`src/rtl/key_operand_entry.sv`:
```
`default_nettype none
// ============================================================================
// key_operand_entry: synchronises and debounces KEY[3:0], emits press pulses,
// and maintains operand A (clear / load SW / increment / decrement).
// Revision: 1.0
// ============================================================================
module key_operand_entry #(
  parameter int WIDTH           = 16,
  parameter int DEBOUNCE_CYCLES = 500000,
  parameter int CNT_W           = 20
) (
  input  logic             CLOCK_50,
  input  logic             reset,
  input  logic [3:0]       KEY,
  input  logic [WIDTH-1:0] SW,
  output logic [WIDTH-1:0] A,
  output logic             load,
  output logic [3:0]       key_level,
  output logic [3:0]       key_pressed
);

  localparam logic [CNT_W-1:0] c_LAST = CNT_W'(DEBOUNCE_CYCLES - 1);

  logic [3:0]       r_sync1;
  logic [3:0]       r_sync2;
  logic [3:0]       r_level;
  logic [3:0]       r_level_q;
  logic [3:0]       r_pressed;
  logic [3:0]       w_ksync;
  logic [3:0]       w_level_nxt;
  logic [WIDTH-1:0] r_a;
  logic [WIDTH-1:0] w_a_nxt;
  logic             r_load;
  logic             w_act;

  // Synchronisers reset to the released (high) level of the raw keys.
  always_ff @(posedge CLOCK_50) begin
    if (reset) begin
      r_sync1 <= 4'hF;
      r_sync2 <= 4'hF;
    end else begin
      r_sync1 <= KEY;
      r_sync2 <= r_sync1;
    end
  end

  assign w_ksync = ~r_sync2;

  for (genvar gi = 0; gi < 4; gi++) begin : g_debounce
    logic [CNT_W-1:0] r_cnt;
    logic             w_differ;
    logic             w_done;

    assign w_differ        = w_ksync[gi] ^ r_level[gi];
    assign w_done          = w_differ && (r_cnt == c_LAST);
    assign w_level_nxt[gi] = w_done ? w_ksync[gi] : r_level[gi];

    // Any cycle of agreement restarts the stability count.
    always_ff @(posedge CLOCK_50) begin
      if (reset || !w_differ || w_done) begin
        r_cnt <= '0;
      end else begin
        r_cnt <= r_cnt + 1'b1;
      end
    end
  end

  always_ff @(posedge CLOCK_50) begin
    if (reset) begin
      r_level   <= 4'h0;
      r_level_q <= 4'h0;
      r_pressed <= 4'h0;
    end else begin
      r_level   <= w_level_nxt;
      r_level_q <= r_level;
      r_pressed <= r_level & ~r_level_q;
    end
  end

  // Priority KEY0 > KEY3 > KEY2 > KEY1; one action per cycle.
  always_comb begin
    w_a_nxt = r_a;
    w_act   = |r_pressed;
    if (r_pressed[0]) begin
      w_a_nxt = '0;
    end else if (r_pressed[3]) begin
      w_a_nxt = SW;
    end else if (r_pressed[2]) begin
      w_a_nxt = r_a + 1'b1;
    end else if (r_pressed[1]) begin
      w_a_nxt = r_a - 1'b1;
    end
  end

  always_ff @(posedge CLOCK_50) begin
    if (reset) begin
      r_a    <= '0;
      r_load <= 1'b0;
    end else begin
      r_a    <= w_a_nxt;
      r_load <= w_act;
    end
  end

  assign A           = r_a;
  assign load        = r_load;
  assign key_level   = r_level;
  assign key_pressed = r_pressed;

endmodule
`default_nettype wire
```
`config.mk`:
```
export PLATFORM = sky130hd
export DESIGN_NAME = key_operand_entry
export DESIGN_NICKNAME = d
export VERILOG_FILES = /design/src/rtl/key_operand_entry.sv
export SDC_FILE = /design/constraint.sdc
export NUM_CORES = 1
export LEC_CHECK = 0
export ABC_AREA = 0
export BUFFER_PORTS_ARGS = -buffer_cell sky130_fd_sc_hd__buf_4
export CAP_MARGIN = 20
export CORE_MARGIN = 5
export CORE_UTILIZATION = 64
export CTS_BUF_LIST = sky130_fd_sc_hd__clkbuf_4 sky130_fd_sc_hd__clkbuf_8 sky130_fd_sc_hd__clkbuf_16
export DETAILED_ROUTE_END_ITERATION = 10
export GPL_TIMING_DRIVEN = 0
export HOLD_SLACK_MARGIN = 0.03
export PLACE_DENSITY = 0.81
export RECOVER_POWER = 25
export SLEW_MARGIN = 0
export SYNTH_ARGS = -nofsm -noshare
export SYNTH_HDL_FRONTEND = slang
export SYNTH_SLANG_ARGS = --single-unit
export TNS_END_PERCENT = 5
```
`constraint.sdc`:
```
create_clock -name CLOCK_50 -period 7.2 [get_ports CLOCK_50]
set_clock_uncertainty 0.15 [all_clocks]
set_input_delay 1.08 -clock CLOCK_50 [delete_from_list [all_inputs] [get_ports CLOCK_50]]
set_output_delay 1.08 -clock CLOCK_50 [all_outputs]
set_load 0.02 [all_outputs]
```
==> flow_summary.yaml <==
outcome:
  status: "complete, no violations"
floorplanning:
  dieArea_sq_um: 10400
  die_w_microns: 102
  die_h_microns: 102
  core-area_sq_um: 8220
  rows: 33
  num_io_pins: 47
  start_util: 0.660
timing:
  max_freq_mhz: 340
  worst_pin_slew_ns: 0.650
  timing_hold_violations_final: 0
  fin_crit_sh: 0.408
  slew_viol_final: 0
  whs_ns: 0.256
  setup_viol_count_final: 0
  fin_setup_tns_ns: 0
  rsz0062_at_grt: "false"
  period_needed_ns: 2.94
  relSlewSlack: 0.565
cts:
  htreeDepth: 4
  cts_buffers: 17
  cts_setup_buffers: 0
  hold_buffers: 0
  clockBufferDepth: 2
  cts_tree: "yes"
  clk_pin_slew_worst_paths_ns: 0.06
  clock_latency_ns: 0.51
  cts_root_buffer: "clkbuf_8"
  clock-sinks: 117
  cts-resized-gates: 0
power:
  p_clk_frac: 0.548
  combPwrFrac: 0.016
  pwr_density_cell_nw_per_um2: 231
  power_leakage_nw: 2.48
  power_switching_mw: 0.323
  peakVddDrop_mv: 0.218
  internal_power_mw: 1.17
  switching_share: 0.216
  p_seq_frac: 0.437
run:
  drv_cap: 0
global_route:
  grt_start_max_net_pins: 17
  grt_pass1_wl_mm: 20.9
  grt_use_total: 0.251
  antenna_found_initial: 0
  grt_remaining_overflow: 0
  grt_pass1_vias: 4669
route:
  post_drt_wl_per_cell_microns: 15.2
  route.vias.total: 4668
  drc: 0
  finalWirelength_mm: 12.3
  viasPerCell: 5.76
  drt_iter0_drc: 188
  final_antenna_net_count: 0
  first_pass_iters: 6
min_path:
  min_to: "key_pressed[1]"
  hold_depth: 1
  hp-start: "r_level_q[1]"
  hold_class: "flop to flop"
synth:
  synthSimpleGateAreaFrac: 0.256
  synth_compound_area_frac: 0.0877
  syn_inst: 628
  synth_xor_area_frac: 0.142
  ys_seq_area_frac: 0.432
  ys_seq_elements: 117
  synth_fa_ha_area_frac: 0.0452
  synth_edf_count: 0
  synth_top_family_by_area: "simple AND/OR/NAND/NOR gates"
  yosys.area.top_type: "dfxtp_1"
  muxShareOfSynthArea: 0.00923
  synth_flop_cell: "dfxtp_1"
  synthTopCellsByArea: "dfxtp_1, xor2_1, nor2_1"
  async_flop_share: 0
  synthesis.nets: 669
  synth.top_cell.area_share: 0.432
  yosys.cell_types.count: 47
  syn_avg_cell_area_sq_um: 8.63
  synth_warnings: 0
  synth_area_sq_um: 5420
final_layout:
  diodes: 0
  final_cell_mix: "dfxtp_1, nor2_1, xor2_1"
  multi_input_area_sq_um: 2930
  drive_above_1_share: 0.142
  area_growth_pct: 19.5
  layout.area.seq_sq_um: 2340
  n_fill_cell: 569
  final_nets: 734
  final_common_cell: "dfxtp_1"
critical_path:
  rrSetupSlack_ns: 4.26
  cp-start-kind: "flop"
  end_kind: "flop"
  reg2reg_to: "A[15]"
  crit_arrival_ns: 3.17
  r2r_start: "key_pressed[2]"
  crit_type: "flop to flop"
  rr_worst_depth: 8
  path_max_fanout: 14
  critPathRequiredTime_ns: 7.43
placed_design:
  port_buffers: 46
  gp_congestion: 0.927
  dp_hpwl_mm: 8.38
## cells in the mapped netlist (11+ instances only)
cell / instances
a21oi_1: 30
and3_1: 11
dfxtp_1: 117
ha_1: 18
inv_1: 16
nand2_1: 47
nand3_1: 28
nand4_1: 18
nor2_1: 112
nor3_1: 14
o21ai_0: 16
or2_2: 11
xnor2_1: 34
xor2_1: 54
## worst max-delay path by stage
stage	start	end	slack [ns]	cells past startpoint
final	key_pressed[2]	A[15]	4.26	8
after global routing	key_pressed[2]	A[15]	4.05	8
after CTS	key_pressed[2]	A[15]	4.31	8
after detailed placement	key_pressed[2]	A[15]	4.34	8
after global placement	key_pressed[2]	A[11]	4.47	8
after floorplan	key_pressed[2]	A[11]	4.70	8
## critical path, stage by stage, from the launching register on
cell and delay (ns):
dfxtp_1 0.48, inv_1 0.33, ha_1 0.46, o21ai_0 0.12, nor2_1 0.17, o21ai_0 0.22
o41ai_1 0.58, xnor2_1 0.18, o22ai_1 0.11
## per-layer routing
metal  up-vias  part of all wire  track usage
li1       2281                 -            -
met2       126              0.50        0.438
met1      2230              0.42        0.291
met3        31             0.045       0.0567
met5         -                 0            0
met4         0             0.026        0.122
## kinds of logic (layout without fill, tap and decap cells)
| logic type | count (synthesis) | in the layout |
|---|---|---|
| flip-flops | 117 | 117 |
| AND/OR/NAND/NOR | 286 | 286 |
| adder cells (fa/ha/maj) | 19 | 19 |
| multiplexers | 5 | 5 |
| AO/OA/AOI/OAI | 78 | 78 |
| buffers and inverters | 35 | 113 |
| XOR/XNOR | 88 | 88 |
## power by group through the flow
stage	combinational [mW]	sequential, mW	clock (mW)
finish	0.0235	0.652	0.818
CTS	0.0239	0.652	0.829
global placement	0.0227	0.666	0
floorplan	0.0104	0.666	0
global route	0.0258	0.652	0.861
detailed placement	0.0234	0.666	0
## registers in the layout, summed over array words and instances (netlist names)
register / cells
key_pressed: 4
A: 16
g_debounce.r_cnt: 80
key_level: 4
load: 1
r_sync2: 4
r_sync1: 4
r_level_q: 4
## per-stage QoR
| step | power [mW] | instance area (sq um) | utilization | cells | setup slack (ns) |
|---|---|---|---|---|---|
| after floorplan | 0.676 | 5420 | - | 628 | 4.70 |
| after global placement | 0.689 | 5900 | 0.718 | 779 | 4.47 |
| after detailed placement | 0.689 | 5900 | 0.718 | 779 | 4.34 |
| after CTS | 1.50 | 6480 | 0.789 | 811 | 4.31 |
| after global routing | 1.54 | 6480 | 0.788 | 811 | 4.05 |
| final | 1.49 | 6480 | 0.788 | 811 | 4.26 |
## layout make-up
cell class,count,area share
clock buffers,19,0.0672
plain buffers,18,0.0126
well taps,105,0.0203
repair buffers,46,0.0527
multi-input cells,476,0.453
flip-flops and latches,117,0.362
clock inverters,13,0.0230
inverters,17,0.00985
Power figures use the tool's default switching activity.
